**config.mk**
```make
export PLATFORM = sky130hd
export DESIGN_NAME = nested_loop_counter
export DESIGN_NICKNAME = d
export VERILOG_FILES = /design/src/rtl/nested_loop_counter_pkg.sv /design/src/rtl/loop_counter_stage.sv /design/src/rtl/nested_loop_counter.sv
export SDC_FILE = /design/constraint.sdc
export NUM_CORES = 1
export LEC_CHECK = 0
export CAP_MARGIN = 0
export CORE_MARGIN = 4
export CORE_UTILIZATION = 65
export DETAILED_ROUTE_END_ITERATION = 10
export DONT_BUFFER_PORTS = 1
export PLACE_DENSITY = 0.81
export SYNTH_ARGS = -nofsm -noshare
export SYNTH_HDL_FRONTEND = slang
export SYNTH_SLANG_ARGS = --single-unit
```
**constraint.sdc**
```tcl
create_clock -name clk -period 6.6 [get_ports clk]
set_input_delay 0.33 -clock clk [delete_from_list [all_inputs] [get_ports clk]]
set_output_delay 0.33 -clock clk [all_outputs]
set_load 0.05 [all_outputs]
```
**src/rtl/nested_loop_counter_pkg.sv**
```systemverilog
// Shared types and defaults for the nested loop counter: FSM states and index vector.
package nested_loop_counter_pkg;
  localparam int CNT_W_DEF    = 16;
  localparam int NUM_DIMS_DEF = 3;

  typedef enum logic [1:0] {IDLE, RUN, DONE} state_t;

  typedef logic [CNT_W_DEF-1:0] cnt_t;
  typedef cnt_t [NUM_DIMS_DEF-1:0] idx_vec_t;
endpackage

```
**src/rtl/loop_counter_stage.sv**
```systemverilog
// One loop level: index register with stride advance, wrap at bound and carry out.
module loop_counter_stage
  import nested_loop_counter_pkg::*;
#(
  parameter int CNT_W = CNT_W_DEF
) (
  input  logic             clk,
  input  logic             rst,
  input  logic             clear,
  input  logic             inc_en,
  input  logic             carry_in,
  input  logic [CNT_W-1:0] stride,
  input  logic [CNT_W-1:0] bound,
  output logic [CNT_W-1:0] idx,
  output logic             first,
  output logic             last,
  output logic             carry_out
);

  logic [CNT_W-1:0] step;
  logic [CNT_W:0]   sum;

  // One extra bit keeps idx+stride from wrapping back below the bound.
  assign step      = (stride == '0) ? CNT_W'(1) : stride;
  assign sum       = {1'b0, idx} + {1'b0, step};
  assign last      = (sum >= {1'b0, bound});
  assign first     = (idx == '0);
  assign carry_out = carry_in & last;

  always_ff @(posedge clk or posedge rst) begin
    if (rst) begin
      idx <= '0;
    end else if (clear) begin
      idx <= '0;
    end else if (inc_en && carry_in) begin
      idx <= last ? '0 : sum[CNT_W-1:0];
    end
  end

endmodule

```
**src/rtl/nested_loop_counter.sv**
```systemverilog
// Odometer-style multi-dimensional loop counter emitting index tuples on a valid/ready stream.
module nested_loop_counter
  import nested_loop_counter_pkg::*;
#(
  parameter int NUM_DIMS = NUM_DIMS_DEF,
  parameter int CNT_W    = CNT_W_DEF
) (
  input  logic                           clk,
  input  logic                           rst,
  input  logic                           start,
  input  logic                           clear,
  input  logic [NUM_DIMS-1:0][CNT_W-1:0] bound,
  input  logic [NUM_DIMS-1:0][CNT_W-1:0] stride,
  output logic [NUM_DIMS-1:0][CNT_W-1:0] idx,
  output logic                           idx_valid,
  input  logic                           idx_ready,
  output logic [NUM_DIMS-1:0]            first,
  output logic [NUM_DIMS-1:0]            last,
  output logic                           busy,
  output logic                           done
);

  state_t                        state;
  logic [NUM_DIMS-1:0][CNT_W-1:0] bound_q;
  logic [NUM_DIMS-1:0][CNT_W-1:0] stride_q;
  logic                          done_q;
  logic [NUM_DIMS:0]             carry;
  logic [NUM_DIMS-1:0]           first_raw;
  logic [NUM_DIMS-1:0]           last_raw;
  logic                          fire;
  logic                          all_last;
  logic                          advance;
  logic                          stage_clear;
  logic                          any_zero;

  assign fire        = (state == RUN) && idx_ready;
  assign carry[0]    = 1'b1;
  assign all_last    = carry[NUM_DIMS];
  // The final fire holds the last tuple on idx through DONE instead of wrapping.
  assign advance     = fire && !all_last && !clear;
  assign stage_clear = clear || (state == DONE);

  always_comb begin
    any_zero = 1'b0;
    for (int d = 0; d < NUM_DIMS; d++) begin
      if (bound[d] == '0) any_zero = 1'b1;
    end
  end

  for (genvar d = 0; d < NUM_DIMS; d++) begin : g_stage
    loop_counter_stage #(.CNT_W(CNT_W)) u_stage (
      .clk       (clk),
      .rst       (rst),
      .clear     (stage_clear),
      .inc_en    (advance),
      .carry_in  (carry[d]),
      .stride    (stride_q[d]),
      .bound     (bound_q[d]),
      .idx       (idx[d]),
      .first     (first_raw[d]),
      .last      (last_raw[d]),
      .carry_out (carry[d+1])
    );
  end

  always_ff @(posedge clk or posedge rst) begin
    if (rst) begin
      state    <= IDLE;
      done_q   <= 1'b0;
      bound_q  <= '0;
      stride_q <= '0;
    end else begin
      done_q <= 1'b0;
      if (clear) begin
        state <= IDLE;
      end else begin
        case (state)
          IDLE: begin
            if (start) begin
              bound_q  <= bound;
              stride_q <= stride;
              if (any_zero) done_q <= 1'b1;
              else          state  <= RUN;
            end
          end
          RUN: begin
            if (fire && all_last) begin
              state  <= DONE;
              done_q <= 1'b1;
            end
          end
          DONE:    state <= IDLE;
          default: state <= IDLE;
        endcase
      end
    end
  end

  assign idx_valid = (state == RUN);
  assign busy      = (state == RUN);
  assign done      = done_q;
  assign first     = idx_valid ? first_raw : '0;
  assign last      = idx_valid ? last_raw  : '0;

endmodule

```
=== After elaboration in Yosys (flattened, before gate mapping) ===
Index checks and enable logic that the tools add are counted.

* Register bits after elaboration: 147

* Add/sub/neg operators: 3
* Magnitude comparators: 3
* Equality and inequality tests: 5
* Muxes and demuxes: 27
* Bitwise logic cells: 3
* Reduce and logical (&&, ||, !) cells: 24

{| class="wikitable"
|+ Operator list
! operator !! number
|-
| 16-bit 2-to-1 mux || 12
|-
| 16-bit zero test || 9
|-
| 16-bit by 16-bit adder with 17-bit output || 3
|-
| 17-bit by 16-bit >= comparator with 1-bit output || 3
|-
| 2-bit 2-to-1 mux || 4
|-
| 1-bit 2-to-1 mux || 7
|-
| 1-bit logical AND || 6
|-
| 3-bit 2-to-1 mux || 2
|-
| 3-bit != test (second input constant) || 2
|-
| 3-bit AND reduction || 2
|-
| 2-bit nonzero test || 3
|-
| 2-bit case mux with 2 select lines || 1
|-
| 3-bit by 2-bit != test with 1-bit output (second input constant) || 1
|-
| 1-bit bitwise AND || 2
|-
| 2-bit by 1-bit == test with 1-bit output (second input constant) || 1
|-
| 2-bit == test (second input constant) || 1
|-
| 1-bit zero test || 2
|-
| 2-bit zero test || 1
|-
| 1-bit case mux with 2 select lines || 1
|-
| 1-bit logical OR || 1
|-
| 1-bit NOT || 1
|}

=== Depth between registers and ports, before layout ===
* Word-level depth: 12
* Gate-level depth with buffers: 22

=== Modules after synthesis ===
A second synthesis with hierarchy kept.

* Cell total of the unflattened synthesis: 935
* Area, all modules: 9,781.9 um^2

{| class="wikitable"
|+ Modules (own cells, without submodules)
! module !! instances !! cells each !! area an instance (um^2)
|-
| nested_loop_counter || 1 || 245 || 3,876.2
|-
| loop_counter_stage at g_stage[0].u_stage || 1 || 232 || 1,991.9
|-
| loop_counter_stage at g_stage[2].u_stage || 1 || 236 || 1,965.6
|-
| loop_counter_stage at g_stage[1].u_stage || 1 || 222 || 1,948.1
|}

=== Worst setup path after synthesis ===
No wires, ideal clock.

* Path type: reg2reg
* From: register stride_q[40] (netlist name)
* To: register g_stage[2].u_stage.idx[15]
* Setup time: 0.125 ns
* Arrival time: 4.556 ns
* Required time: 6.475 ns
* Path slack: 1.919 ns
* Cell stages (with the launch flop): 22
* Buffers on the path: 2
* Clock period less this slack: 4.681 ns
* Cells stage by stage: dfrtp_1 nor4_1 a41o_1 ha_1 inv_1 fa_1 nand2b_1 a21oi_1 o2111a_1 nor3_1 o21ai_0 xnor2_1 ha_1 o21a_1 o21ai_0 nand2b_1 o311ai_0 or2_1 or4_1 buf_6 buf_12 mux2_4

* Cells in the longest elaborated chain, start to end: 10
* Elaborated cells on any way between the ends: 13
* Those cells by class: 1 x add/sub; 1 x order compare; 4 x mux; 1 x bitwise; 6 x reduce/logical

{| class="wikitable"
|+ RTL lines
! item !! line !! source
|-
| from (decl) || nested_loop_counter.sv:25 || <nowiki>logic [NUM_DIMS-1:0][CNT_W-1:0] stride_q;</nowiki>
|-
| from (signal assigned) || nested_loop_counter.sv:81 || <nowiki>stride_q <= stride;</nowiki>
|-
| 16-bit zero test || loop_counter_stage.sv:24 || <nowiki>assign step = (stride == '0) ? CNT_W'(1) : stride;</nowiki>
|-
| 16-bit 2-to-1 mux (*) || loop_counter_stage.sv:24 ||
|-
| 16-bit by 16-bit adder with 17-bit output (*) || loop_counter_stage.sv:25 || <nowiki>assign sum = {1'b0, idx} + {1'b0, step};</nowiki>
|-
| 17-bit by 16-bit >= comparator with 1-bit output || loop_counter_stage.sv:26 || <nowiki>assign last = (sum >= {1'b0, bound});</nowiki>
|-
| 1-bit bitwise AND || loop_counter_stage.sv:28 || <nowiki>assign carry_out = carry_in & last;</nowiki>
|-
| 1-bit zero test || nested_loop_counter.sv:40 || <nowiki>assign advance = fire && !all_last && !clear;</nowiki>
|-
| 1-bit logical AND (2 in a row) || nested_loop_counter.sv:40 ||
|-
| 1-bit logical AND || loop_counter_stage.sv:35 || <nowiki>end else if (inc_en && carry_in) begin</nowiki>
|-
| 2-bit nonzero test (no source line) || -- ||
|-
| to (signal assigned) || loop_counter_stage.sv:36 || <nowiki>idx <= last ? '0 : sum[CNT_W-1:0];</nowiki>
|-
| to (decl) || loop_counter_stage.sv:14 || <nowiki>output logic [CNT_W-1:0] idx,</nowiki>
|}

Every way passes the cells marked *; elsewhere a longest branch is shown, timed or not. The select of a mux whose other input is x is not followed.
A chain may end at the register's enable or synchronous reset.

=== Worst setup path after layout ===
* From: register g_stage[0].u_stage.idx[1]
* To: output port last[0]

* Cells in the longest elaborated chain, start to end: 3

{| class="wikitable"
|+ RTL lines
! item !! line !! source
|-
| from (decl) || loop_counter_stage.sv:14 ||
|-
| from (signal assigned) || loop_counter_stage.sv:36 ||
|-
| 16-bit by 16-bit adder with 17-bit output || loop_counter_stage.sv:25 ||
|-
| 17-bit by 16-bit >= comparator with 1-bit output || loop_counter_stage.sv:26 ||
|-
| 3-bit 2-to-1 mux || nested_loop_counter.sv:103 || <nowiki>assign last = idx_valid ? last_raw : '0;</nowiki>
|-
| to (decl) || nested_loop_counter.sv:18 || <nowiki>output logic [NUM_DIMS-1:0] last,</nowiki>
|}

No other way between the ends.

==> impl_metrics.ini <==
[status]
status = complete, no violations

[cts]
cts-root-buf = clkbuf_16
cts_tree = yes
clock_path_buffers = 2
path_clk_slew_ps = 60
cts_setup_buffers = 0
numCtsBuffers = 17
clock-sinks = 147
cts_max_level = 4
insertion_delay_ps = 430

[placement]
dp_cells = 1097
numPortBuffers = 0
place_congestion = 0.992
hpwlAfterDp_um = 18100

[worst_hold_path]
min_delay_path_depth = 2
hold_path_class = in2reg
hold_end = bound_q[45]$_DFFE_PP0P_
worstHoldStart = bound[45]

[synth]
synth_area_per_cell_sq_um = 9.59
ys_async_sr_fraction_pct = 100
synthFlopType = dfrtp_1
ys_seq_elements = 147
syn_inst = 982
synth_area_leader_cell = dfrtp_1
synth_edf_count = 0
syn_area_sq_um = 9410
synth_nets = 1182
synth_top_area_share_pct = 39.1
synth.yosys.warnings = 0
yosysUniqueCellTypes = 65
ys_seq_area_share_pct = 39.1
synth_area_leaders = dfrtp_1 (39%), ha_1 (13%), mux2_2 (6.5%), o21ai_0 (4.3%), nand2_1 (3.3%)

[timing]
skew_ps = 8.64
slew_headroom_pct = 29.6
fin_crit_ps = 5640
rsz0062_at_grt = no
finalHoldViolCount = 0
tightest_slew_ps = 1050
setup_violations = 0
fin_hold_ws_ps = 18.2
fmax_ghz = 0.177
fin_tns_setup_ps = 0
fin_crit_sh_pct = 85.4
finalMaxSlewViolations = 0

[power]
power_mw = 4.15
pwr_density_cell_nw_per_um2 = 413
vdd_ir_drop_max_v = 0.000294
power_leakage_nw = 4.70

[die]
ios = 158
die_w_um = 128
num_rows = 43
dieArea_sq_um = 16500
core_sq_um = 14000
fp.dieH_um = 128
start_util_pct = 67.0

[layout]
area_delta_synth_final_pct = 6.73
final_cells = 1131
nets = 1138
drive_above_1_share_pct = 11.8
antenna_cells = 0

[routing]
drc_errors = 0
first_pass_iters = 5
first_iter_violations = 551
vias = 7230
drtAntennaViolNets = 0
wirelength_um = 23700
routedWlPerCell_um = 20.9
via_per_inst = 6.39

[setup_path]
worstSetupPathType = reg2out
cp-end-kind = output port
cp.arrival_ps = 5310
r2r_cells = 14
crit_slowest_cell = a2111oi_0
critPathMaxFanout = 6
start_kind = register
crit_required_ps = 6270
cpPeakStageDelay_ps = 770
crit_chain = ha_1 > a211oi_1 > o21ai_0 > a2111oi_0 > o31ai_1 > a31oi_1 > xnor2_1 > ha_1 > o21ai_0 > o311ai_0 > a21oi_1 > buf_4 > nor2_1
reg2reg_setup_slack_ps = 970
r2r-start = g_stage[0].u_stage.idx[1]$_DFFE_PP0P_
reg2reg_to = g_stage[2].u_stage.idx[3]$_DFFE_PP0P_

[global_route]
overflow = 0
grt_usage_pct = 29.6
grt_first_pass_wirelength_um = 38400
grt_pass1_vias = 7395
antenna_found_initial = 0
grt_max_degree = 104

[run]
max-cap-violations = 0
-- repair_timing --
item,CTS,global route
hold buffers,2,0
resized for setup,0,0
endpoints found under the hold margin,69,0
-- worst max-delay path by stage --
stage                                           from                                endpoint
2_1_floorplan               stride_q[40]$_DFFE_PP0P_  g_stage[2].u_stage.idx[15]$_DFFE_PP0P_
3_3_place_gp                stride_q[33]$_DFFE_PP0P_  g_stage[2].u_stage.idx[15]$_DFFE_PP0P_
3_5_place_dp                stride_q[34]$_DFFE_PP0P_   g_stage[2].u_stage.idx[6]$_DFFE_PP0P_
4_1_cts        g_stage[0].u_stage.idx[1]$_DFFE_PP0P_                                 last[0]
5_1_grt        g_stage[0].u_stage.idx[1]$_DFFE_PP0P_   g_stage[2].u_stage.idx[8]$_DFFE_PP0P_
6_report       g_stage[0].u_stage.idx[1]$_DFFE_PP0P_                                 last[0]
-- kinds of logic (layout without fill, tap and decap cells) --
| kind of cell | after synthesis | after routing | share of synthesized area (%) |
|---|---|---|---|
| simple gates | 247 | 247 | 13.2 |
| compound gates | 241 | 241 | 17.0 |
| xor+xnor | 35 | 35 | 3.26 |
| flops | 147 | 147 | 39.1 |
| fa+ha+maj | 99 | 99 | 13.4 |
| buf+inv | 150 | 119 | 6.27 |
| mux | 63 | 63 | 7.79 |
-- power by group --
part           leakage, nW  total (mW)  switching [mW]  internal, mW
sequential            1.86        1.41           0.297          1.11
combinational         2.55        1.74            1.03         0.716
clock                0.290        1.00           0.385         0.617
-- synth_stat cells (3+ instances only) --
cell,count
ha_1,96
mux2_4,7
a31oi_1,5
inv_1,78
xor2_1,8
o21bai_1,11
clkbuf_1,69
nor4_1,33
a2111oi_0,3
and3_1,7
o2bb2ai_1,14
nand2_1,83
xnor2_1,27
nand2b_1,5
o31a_1,4
or4_1,5
fa_1,3
a21boi_0,3
a22o_1,16
mux2_2,54
o311ai_0,4
and2_1,14
dfrtp_1,147
nor3_1,18
nand4_1,12
nand3_1,12
nand3b_1,4
o2111ai_1,3
a41o_1,3
or2_2,4
o21ai_0,80
o21a_1,12
or3_1,8
o31ai_1,3
a21oi_1,36
nor2_1,33
a21o_1,11
a211oi_1,14
-- per-layer routing --
layer,routed length (um),part of all wire [%],GRT usage [%],up-vias
met3,2430,10,10.8,51
met2,10500,44,44.4,300
met1,10100,43,40.1,3460
li1,-,-,-,3419
met5,0,0,0,-
met4,582,2.5,9.93,0
-- state kept, by name (all words and copies together), names as in the netlist --
| signal | cells |
|---|---|
| g_stage.u_stage.idx | 48 |
| bound_q | 48 |
| state | 2 |
| stride_q | 48 |
| done | 1 |
-- layout by cell type (no fill, tap or decap), types with 4 or more instances in the layout --
master,n
dfrtp_1,147
ha_1,96
nand2_1,83
o21ai_0,80
inv_1,77
mux2_2,54
a21oi_1,35
nor2_1,33
nor4_1,33
xnor2_1,27
clkbuf_16,17
nor3_1,16
a22o_1,16
a211oi_1,14
o2bb2ai_1,14
and2_1,14
o21a_1,12
nand3_1,12
nand4_1,12
a21o_1,11
o21bai_1,11
or3_1,8
xor2_1,8
mux2_4,7
buf_4,7
and3_1,6
nand2b_1,5
or4_1,5
a31oi_1,5
o31a_1,4
o311ai_0,4
or2_2,4
nand3b_1,4
inv_6,4
-- through the flow --
step | util (%) | setup WS [ps] | cell area, sq um
after floorplan | - | 1920 | 9410
after global placement | 67.1 | 1080 | 9420
after detailed placement | 67.1 | 1030 | 9420
after CTS | 71.5 | 1000 | 10000
after global routing | 71.5 | 433 | 10000
final | 71.5 | 962 | 10000
-- worst max-delay path: cells and delay by family (launching register included) --
kind	cells	cell delay (ps)
compound gates	8	2480
simple gates	1	760
flops	1	710
fa+ha+maj	2	660
buf+inv	1	170
xor+xnor	1	110
-- area by class of cell --
cell class                      instances  area, sq um
Clock inverter                         11          149
Inverter                               78          298
Multi-Input combinational cell        685         5160
Timing Repair Buffer                    9         72.6
Clock buffer                           21          460
Tap cell                              180          225
Fill cell                            1017         4000
Sequential cell                       147         3680
(Power assumes the default switching activity.)
